### src/rtl/scoreboard_hazard_unit.sv
// scoreboard_hazard_unit: Tuse/Tnew register scoreboard with mult/div busy tracking for a 5-stage pipeline
module scoreboard_hazard_unit #(
    parameter int NREG     = 32,
    parameter int AW       = 5,
    parameter int CW       = 2,
    parameter int MULT_LAT = 5,
    parameter int DIV_LAT  = 10,
    parameter int MDW      = 4
) (
    input  logic          clk,
    input  logic          reset,
    input  logic          d_valid,
    input  logic [AW-1:0] d_rs,
    input  logic [AW-1:0] d_rt,
    input  logic          d_rs_use,
    input  logic          d_rt_use,
    input  logic [1:0]    d_rs_tuse,
    input  logic [1:0]    d_rt_tuse,
    input  logic [AW-1:0] d_dst,
    input  logic          d_dst_we,
    input  logic [CW-1:0] d_tnew,
    input  logic          d_md_start,
    input  logic          d_md_div,
    input  logic          d_md_use,
    input  logic          flush,
    output logic          stall,
    output logic [1:0]    fwd_rs_d,
    output logic [1:0]    fwd_rt_d,
    output logic [1:0]    fwd_rs_e,
    output logic [1:0]    fwd_rt_e,
    output logic          md_busy
);
    logic [NREG-1:0] pend_q, pend_d;
    logic [CW-1:0]   cnt_q [NREG];
    logic [CW-1:0]   cnt_d [NREG];
    logic [1:0]      age_q [NREG];
    logic [1:0]      age_d [NREG];
    logic [MDW-1:0]  md_q, md_d;
    logic            e_md_q;
    logic [AW-1:0]   e_rs_q, e_rt_q;
    logic            e_rs_use_q, e_rt_use_q, e_rs_nz_q, e_rt_nz_q;
    logic            rs_haz, rt_haz, issue, md_load;

    assign md_busy  = md_q != '0;
    assign rs_haz   = d_rs_use && d_rs != '0 && pend_q[d_rs] && 32'(cnt_q[d_rs]) > 32'(d_rs_tuse);
    assign rt_haz   = d_rt_use && d_rt != '0 && pend_q[d_rt] && 32'(cnt_q[d_rt]) > 32'(d_rt_tuse);
    assign stall    = d_valid && (rs_haz || rt_haz || (d_md_use && (md_busy || e_md_q)));
    assign issue    = d_valid && !stall && !flush;
    assign md_load  = issue && d_md_start;
    assign fwd_rs_d = (d_rs != '0 && pend_q[d_rs] && cnt_q[d_rs] == '0) ? age_q[d_rs] : 2'd0;
    assign fwd_rt_d = (d_rt != '0 && pend_q[d_rt] && cnt_q[d_rt] == '0) ? age_q[d_rt] : 2'd0;
    assign fwd_rs_e = (e_rs_use_q && e_rs_nz_q && e_rs_q != '0 && pend_q[e_rs_q] && age_q[e_rs_q][1]) ? age_q[e_rs_q] : 2'd0;
    assign fwd_rt_e = (e_rt_use_q && e_rt_nz_q && e_rt_q != '0 && pend_q[e_rt_q] && age_q[e_rt_q][1]) ? age_q[e_rt_q] : 2'd0;
    assign md_d     = md_load ? (d_md_div ? MDW'(DIV_LAT) : MDW'(MULT_LAT)) :
                      (flush && e_md_q) ? '0 : md_busy ? md_q - 1'b1 : '0;

    // Age every entry, retire W-stage entries, kill E/M entries on flush, then let a new producer overwrite
    always_comb begin
        for (int r = 0; r < NREG; r++) begin
            pend_d[r] = pend_q[r] && age_q[r] != 2'd3 && !(flush && (age_q[r] == 2'd1 || age_q[r] == 2'd2));
            cnt_d[r]  = (pend_d[r] && cnt_q[r] != '0) ? cnt_q[r] - 1'b1 : '0;
            age_d[r]  = pend_d[r] ? age_q[r] + 2'd1 : 2'd0;
            if (issue && d_dst_we && d_dst != '0 && d_dst == AW'(r)) begin
                pend_d[r] = 1'b1;
                cnt_d[r]  = d_tnew;
                age_d[r]  = 2'd1;
            end
        end
    end

    // Scoreboard state registers
    always_ff @(posedge clk or negedge reset) begin
        if (!reset) begin
            pend_q <= '0;
            for (int r = 0; r < NREG; r++) begin
                cnt_q[r] <= '0;
                age_q[r] <= '0;
            end
        end else begin
            pend_q <= pend_d;
            for (int r = 0; r < NREG; r++) begin
                cnt_q[r] <= cnt_d[r];
                age_q[r] <= age_d[r];
            end
        end
    end

    // Mult/div busy counter and the md-instruction-in-E marker used by flush recovery
    always_ff @(posedge clk or negedge reset) begin
        if (!reset) begin
            md_q   <= '0;
            e_md_q <= 1'b0;
        end else begin
            md_q   <= md_d;
            e_md_q <= md_load;
        end
    end

    // E-stage copy of the consumer's sources; stall or flush leaves a bubble
    always_ff @(posedge clk or negedge reset) begin
        if (!reset) begin
            e_rs_q     <= '0;
            e_rt_q     <= '0;
            e_rs_use_q <= 1'b0;
            e_rt_use_q <= 1'b0;
            e_rs_nz_q  <= 1'b0;
            e_rt_nz_q  <= 1'b0;
        end else begin
            e_rs_q     <= issue ? d_rs : '0;
            e_rt_q     <= issue ? d_rt : '0;
            e_rs_use_q <= issue && d_rs_use;
            e_rt_use_q <= issue && d_rt_use;
            e_rs_nz_q  <= issue && pend_q[d_rs] && cnt_q[d_rs] != '0;
            e_rt_nz_q  <= issue && pend_q[d_rt] && cnt_q[d_rt] != '0;
        end
    end
endmodule

### config.mk
export PLATFORM = sky130hd
export DESIGN_NAME = scoreboard_hazard_unit
export DESIGN_NICKNAME = d
export VERILOG_FILES = /design/src/rtl/scoreboard_hazard_unit.sv
export SDC_FILE = /design/constraint.sdc
export NUM_CORES = 1
export LEC_CHECK = 0
export BUFFER_PORTS_ARGS = -buffer_cell sky130_fd_sc_hd__buf_2
export CAP_MARGIN = 20
export CORE_UTILIZATION = 40
export CTS_BUF_LIST = sky130_fd_sc_hd__clkbuf_8
export DETAILED_ROUTE_END_ITERATION = 12
export GPL_TIMING_DRIVEN = 1
export SETUP_SLACK_MARGIN = 0.5
export SYNTH_ARGS = -nofsm -noshare
export SYNTH_HDL_FRONTEND = slang
export SYNTH_SLANG_ARGS = --single-unit
### constraint.sdc
create_clock -name clk -period 9.6 [get_ports clk]
set_clock_uncertainty 0.1 [all_clocks]
set_input_delay 0.96 -clock clk [delete_from_list [all_inputs] [get_ports clk]]
set_output_delay 0.96 -clock clk [all_outputs]
set_load 0.02 [all_outputs]
==> reports/metrics.csv, run 1 <==
stage,metric,value,unit
yosys,leading area contributor after synthesis,dfrtp_1,
placement,Final Wtd Congestion,0.932,
worst_hold_path,Worst Hold Class,flop to flop,
floorplanning,Chip Width,182,microns
yosys,Post-Synth Adder-Cell Area,6.68,%
drt,TritonRoute pass-1 iters,6,
drt,Final ANT Viol Nets,0,
cells_and_area,final core occ,43.6,%
timing,Hold WS,0.444,ns
yosys,register area share after synthesis,34.7,%
yosys,Synth Area in XOR/XNOR,0.136,%
floorplanning,Placement Rows,65,
yosys,top_reg_cell synth,dfrtp_1,
global_routing,first-pass GRT wire length,57900,microns
placement,Worst Setup Slack post-DPL,3.30,ns
worst_hold_path,hold depth,1,
yosys,simple-gate share of the synthesized area,14.4,%
yosys,Synth Cell Area,0.0129,sq mm
floorplanning,io pins,41,
cts,root buf cell,clkbuf_8,
drt,wire per inst,24.8,microns
drt,Iteration-0 DRC Markers,1083,
worst_setup_path,RR Startpoint,cnt_q[5]$_DFF_PN0_,
yosys,Synth Area in Compound Gates,9.50,%
yosys,combinational family with the most area after synthesis,multiplexers,
cts,post-CTS setup buffer count,0,
floorplanning,Starting Density,40.8,%
yosys,"count leader, synth",dfrtp_1,
placement,DP Wirelength,28200,microns
yosys,post-synth cell types,67,
power_and_ir_drop,Internal Power,1.18,mW
yosys,synthesized area per cell,11.9,sq um
timing,crit path time final,6.36,ns
global_routing,total track usage,23.8,%
worst_setup_path,nature of the critical path endpoint,output port,
global_routing,antenna violations before repair,2,
worst_hold_path,Hold Path Sink,cnt_q[62]$_DFF_PN0_,
global_routing,pin count of the biggest net entering global routing,106,
cells_and_area,fraction of layout cells with a size suffix above 1,22.8,%
worst_setup_path,data required time of the critical path,8.54,ns
yosys,Synth warnings,0,
yosys,post-synthesis mux area share,29.3,%
cells_and_area,ant diodes,0,
worst_setup_path,Startpoint Class,primary input,
floorplanning,core footprint,0.0316,sq mm
power_and_ir_drop,Comb pwr share,20.0,%
timing,Final setup violation count,0,
cells_and_area,Fillers,2902,
yosys,async set or reset register ratio after synthesis,100,%
power_and_ir_drop,Peak VDD IR,0.117,mV
cells_and_area,Reg area,0.00448,sq mm
cts,clk buf depth,2,
cts,clock latency on the worst-skew pair,0.50,ns
yosys,Yosys top cell area share,34.7,%
yosys,Syn Nets,1190,
timing,setup ws final,3.24,ns
floorplanning,die footprint,0.0330,sq mm
cts,CTS Buf Count,17,
timing,maximum operating frequency,0.157,GHz
power_and_ir_drop,Seq pwr share,49.6,%
power_and_ir_drop,clock share of power,30.3,%
cts,Post-CTS Resized,0,
worst_setup_path,r2r setup slk,5.29,ns
global_routing,number of global-route vias before repair,9042,
yosys,Commonest cells post-synth,"dfrtp_1 (179), mux4_2 (110), nand2_1 (101), inv_1 (90), nor3_1 (76)",
worst_hold_path,hold path start,cnt_q[62]$_DFF_PN0_,
status,outcome,"finished, final reports clean",
timing,worst slew pin tran,1.08,ns
worst_setup_path,Worst R2R Path Depth,9,
drt,total routed wirelength,37400,microns
power_and_ir_drop,net switching power,0.599,mW
yosys,main area contributors after synthesis,"dfrtp_1 (35%), mux4_2 (19%), ha_1 (6.7%)",
timing,"Hold Vio Cnt, Final",0,
power_and_ir_drop,pwr dens,129,mW/mm^2
yosys,Synth Instances,1090,
worst_setup_path,"Max FO, Critical Path",22,
power_and_ir_drop,switching share of total power,33.7,%
cells_and_area,# nets final,1194,
yosys,number of enable flip-flop cells after synthesis,0,
drt,Vias,9295,
worst_setup_path,worst r2r dst,cnt_q[17]$_DFF_PN0_,
timing,Pins Over Slew Limit,0,
worst_setup_path,"Worst Path Class, Setup",primary input to output port,
cells_and_area,Layout area overhead,6.64,%
drt,routed vias/inst,6.16,
cts,TritonCTS Sinks,179,
global_routing,total gr overflow,0,
timing,RSZ-0062 raised after global routing,false,
floorplanning,die height,182,microns
cts,clock-pin slew on the worst setup and hold paths,0.09,ns
flow_run,Max Cap Viol,0,
power_and_ir_drop,Pleak,6.00,nW
drt,drt drc,0,
placement,Port Buf Inserts,40,
cts,CTS tree,done,
yosys,number of synthesized register bits,179,
cells_and_area,multi-input combinational cell area,0.00776,sq mm
worst_setup_path,Worst Path Arrival,5.30,ns
cts,H-Tree Depth,4,
cts,"Hold-fix buffers, CTS",0,
timing,normalized max-slew margin,28.0,%
timing,Final Cycle Share,66.3,%
timing,setup tns final,0,ns
## sequential cells by signal (all words and copies together), names as in the netlist, 4 cells and up
register,flops
age_q,64
e_rt_q,5
md_q,4
cnt_q,64
e_rs_q,5
pend_q,32
## kinds of logic (layout without fill, tap and decap cells)
family	count (synthesis)	after routing
mux	228	228
simple gates	346	346
buf+inv	158	175
fa+ha+maj	69	69
flops	179	179
compound gates	108	108
xor+xnor	2	2
## metrics by stage
| step | area [sq um] | power [mW] | instances |
|---|---|---|---|
| after detailed placement | 13400 | 1.25 | 1476 |
| final | 13800 | 1.78 | 1509 |
| after CTS | 13800 | 1.79 | 1508 |
| after floorplan | 12900 | 1.14 | 1090 |
| after global placement | 13400 | 1.24 | 1476 |
| after global routing | 13800 | 1.85 | 1509 |
## cells in the final DEF, fill, tap and decap left out, types with 4 or more instances in the layout
master and instances:
clkbuf_8 17, nand3_1 11, o22ai_1 5, or3_1 4
nand2b_1 19, dfrtp_1 179, a22oi_1 6, a21oi_1 7
nor3_1 76, mux4_2 110, buf_4 10, and2_1 16
inv_1 91, nand4_1 5, nor2_1 20, and3_1 21
o21ai_0 25, a211oi_4 8, buf_2 39, mux2i_1 48
mux2_4 5, nand3b_1 33, nand2_1 101, ha_1 69
o21bai_1 13, nor3b_1 13, nor2b_1 10, o2111ai_4 17
mux2_1 52, clkinv_4 5, mux2_2 12
## power groups by stage
stage | registers, mW | clock network, mW | logic (mW)
final | 0.882 | 0.539 | 0.356
after global routing | 0.889 | 0.576 | 0.389
after floorplan | 0.855 | 0 | 0.283
after CTS | 0.879 | 0.551 | 0.356
after global placement | 0.892 | 0 | 0.347
after detailed placement | 0.894 | 0 | 0.355
## metal layers
layer	up-vias	share of wire [%]	global-route usage (%)	wire length (microns)
met5	-	0.070	0	26
met4	4	2.0	7.05	743
met3	51	8.0	4.63	2980
met2	372	44	35.1	16600
met1	4792	46	35.1	17100
li1	4076	-	-	-
## worst max-delay path, cell delays in order
cell,delay (ns)
buf_2,0.39
buf_4,0.42
mux4_2,0.56
mux4_2,0.46
mux2_4,0.30
ha_1,0.28
nor2b_1,0.13
o211ai_1,0.25
or2_2,0.85
o21ai_0,0.26
and2_1,0.25
buf_2,0.15
## area by class of cell
| cell class | instances | area share (%) |
|---|---|---|
| Multi-Input combinational cell | 753 | 56.3 |
| Sequential cell | 179 | 32.5 |
| Tap cell | 402 | 3.65 |
| Inverter | 92 | 2.51 |
| Timing Repair Buffer | 51 | 2.15 |
| Clock buffer | 17 | 1.70 |
| Clock inverter | 15 | 1.15 |
## worst max-delay path by stage
| stage | from | end | slack, ns | cells after the start |
|---|---|---|---|---|
| after detailed placement | d_rt[1] | stall | 3.30 | 12 |
| final | d_rt[1] | stall | 3.24 | 12 |
| after global placement | d_rt[1] | stall | 3.32 | 12 |
| after global routing | d_rt[1] | stall | 3.01 | 12 |
| after CTS | d_rt[1] | stall | 3.28 | 12 |
| after floorplan | d_rs[0] | stall | 4.37 | 17 |
(Power assumes the default switching activity.)
==> run 2: changes to the inputs <==
clock period = 5.6 ns   (was 9.6 ns; I/O delays follow)
==> run 2 against run 1 <==
Net effect: sequential share of layout area is 0.21 points lower; first-iteration DRC count fell by 23%; utilization up 0.29 points; die area unchanged; clock-buffer cell count rose by 1; clock power increased by 71%; critical path type unchanged; critical endpoint unchanged.
==> reports/metrics.csv, run 2 (same netlist as run 1, synthesis figures left out) <==
stage,metric,value,unit
worst_setup_path,CP peak stage delay,0.57,ns
placement,dpl cells,1487,
cts,clock-pin slew on the worst setup and hold paths,0.11,ns
timing,maximum operating frequency,0.205,GHz
worst_setup_path,Worst Path Buf+Inv,3,
global_routing,total track usage,23.7,%
timing,Pins Over Slew Limit,0,
cts,"Hold-fix buffers, CTS",0,
worst_setup_path,top cell family by delay on the critical path,multiplexers,
timing,RSZ-0062 raised after global routing,false,
timing,Final Cycle Share,87.3,%
cts,clk buf depth,2,
worst_setup_path,data required time of the critical path,4.94,ns
drt,Routed met3 length,3090,microns
global_routing,antenna violations before repair,1,
worst_hold_path,Worst Hold Class,primary input to async pin,
cells_and_area,multi-input combinational cell area,0.00776,sq mm
cts,CTS tree,done,
global_routing,total gr overflow,0,
drt,Iteration-0 DRC Markers,829,
cts,TritonCTS Sinks,179,
floorplanning,Chip Width,182,microns
worst_setup_path,RR Startpoint,cnt_q[35]$_DFF_PN0_,
cells_and_area,fraction of layout cells with a size suffix above 1,23.5,%
drt,metal2 WL,16300,microns
cts,post-CTS setup buffer count,0,
power_and_ir_drop,Total Power,3.06,mW
placement,DP Wirelength,28000,microns
worst_setup_path,r2r setup slk,1.57,ns
drt,top sig layer,met5,
timing,"Hold Vio Cnt, Final",0,
timing,Final setup violation count,0,
drt,routed vias/inst,6.20,
worst_setup_path,crit path cell chain,buf_2 -> buf_12 -> mux4_1 -> mux4_2 -> mux2_4 -> ha_1 -> nor2b_1 -> o211ai_1 -> or2_2 -> o21ai_0 -> and2_1 -> buf_2,
worst_setup_path,critical path's most frequent cell,buf_2,
cts,clock latency on the worst-skew pair,0.52,ns
floorplanning,Placement Rows,65,
floorplanning,core footprint,0.0316,sq mm
cells_and_area,most frequent cells in the layout,"dfrtp_1 (179), mux4_2 (110), nand2_1 (101), inv_1 (90), nor3_1 (76)",
power_and_ir_drop,Peak VDD IR,0.157,mV
cells_and_area,Largest regs,"age_q x64, cnt_q x64, pend_q x32",
drt,Vias,9423,
cts,H-Tree Depth,4,
cells_and_area,# nets final,1204,
cells_and_area,Fillers,2942,
global_routing,pin count of the biggest net entering global routing,91,
cells_and_area,Layout area overhead,7.35,%
worst_setup_path,Worst R2R Path Depth,11,
cells_and_area,"most common cell after layout, fill and taps aside",dfrtp_1,
floorplanning,io pins,41,
worst_setup_path,Startpoint Class,primary input,
drt,drt drc,0,
placement,Worst Setup Slack post-DPL,0.808,ns
drt,wl on met1,17000,microns
power_and_ir_drop,pwr dens,221,mW/mm^2
timing,crit path time final,4.89,ns
worst_setup_path,worst r2r dst,cnt_q[17]$_DFF_PN0_,
global_routing,first-pass GRT wire length,57800,microns
cts,root buf cell,clkbuf_8,
worst_setup_path,"Worst Path Class, Setup",primary input to output port,
global_routing,number of global-route vias before repair,9207,
placement,Final Wtd Congestion,0.923,
cells_and_area,Reg area,0.00448,sq mm
timing,normalized max-slew margin,23.5,%
cts,CTS Buf Count,17,
timing,setup ws final,0.711,ns
status,outcome,"finished, final reports clean",
drt,Final ANT Viol Nets,0,
drt,total routed wirelength,37200,microns
timing,worst slew pin tran,1.14,ns
worst_setup_path,Worst Path Arrival,4.23,ns
drt,TritonRoute pass-1 iters,6,
placement,Port Buf Inserts,40,
floorplanning,die footprint,0.0330,sq mm
worst_setup_path,"Max FO, Critical Path",20,
floorplanning,die height,182,microns
worst_setup_path,critical path's slowest cell,mux4_1,
worst_setup_path,nature of the critical path endpoint,output port,
timing,setup tns final,0,ns
cells_and_area,"Cell Count, Final, Fillers Out",1520,
flow_run,Max Cap Viol,0,
cts,Post-CTS Resized,0,
drt,wire per inst,24.5,microns
floorplanning,Starting Density,40.8,%
cells_and_area,final core occ,43.8,%
power_and_ir_drop,Pleak,6.04,nW
run 2: cell count changes in the layout (fill, tap and decap cells not counted), sizes merged:
cell | previous run | this run
buf | 51 | 61
clkinv | 8 | 3
inv | 96 | 99
clkinvlp | 1 | 3
bufinv | 2 | 1
clkbuf | 17 | 18
diode | 0 | 1
run 2: layout make-up:
cell class / count / area share, %
antenna: 1 / 0.0180
clock inverter: 14 / 1.02
timing repair buffer: 61 / 2.81
clock buffer: 18 / 1.79
multi-input combinational: 753 / 56.0
tap: 402 / 3.63
sequential: 179 / 32.3
inverter: 92 / 2.49
run 2: how the worst max path moves through the flow:
stage | slack [ns] | to | cells after the start | from
3_5_place_dp | 0.81 | stall | 12 | d_rt[0]
5_1_grt | 0.62 | stall | 12 | d_rt[0]
2_1_floorplan | 1.17 | stall | 17 | d_rs[0]
4_1_cts | 0.80 | stall | 12 | d_rt[0]
3_3_place_gp | 0.83 | stall | 12 | d_rt[0]
6_report | 0.71 | stall | 12 | d_rt[0]
run 2: worst reg2reg max path: cells and delay by family (launching register included):
kind | cells | cell delay, ns
buf+inv | 1 | 0.44
fa+ha+maj | 1 | 0.29
simple gates | 2 | 0.45
flops | 1 | 0.44
mux | 3 | 1.14
compound gates | 4 | 1.06
run 2: routing by layer:
layer / track usage [%] / up-vias
met5: 0 / -
met4: 7.12 / 2
met3: 5.21 / 51
met2: 34.5 / 430
met1: 35.0 / 4839
li1: - / 4101
run 2: power breakdown:
part / leakage (nW) / switching, mW / total (mW) / internal (mW)
clock network: 0.191 / 0.547 / 0.923 / 0.376
logic: 3.37 / 0.375 / 0.629 / 0.254
registers: 2.48 / 0.137 / 1.51 / 1.37
run 2: per-stage QoR:
stage | hold WS, ns | cell area [sq um]
2_1_floorplan | 0.164 | 12900
6_report | 0.0277 | 13900
3_3_place_gp | 0.409 | 13500
5_1_grt | 0.0882 | 13900
3_5_place_dp | 0.408 | 13500
4_1_cts | 0.0501 | 13900
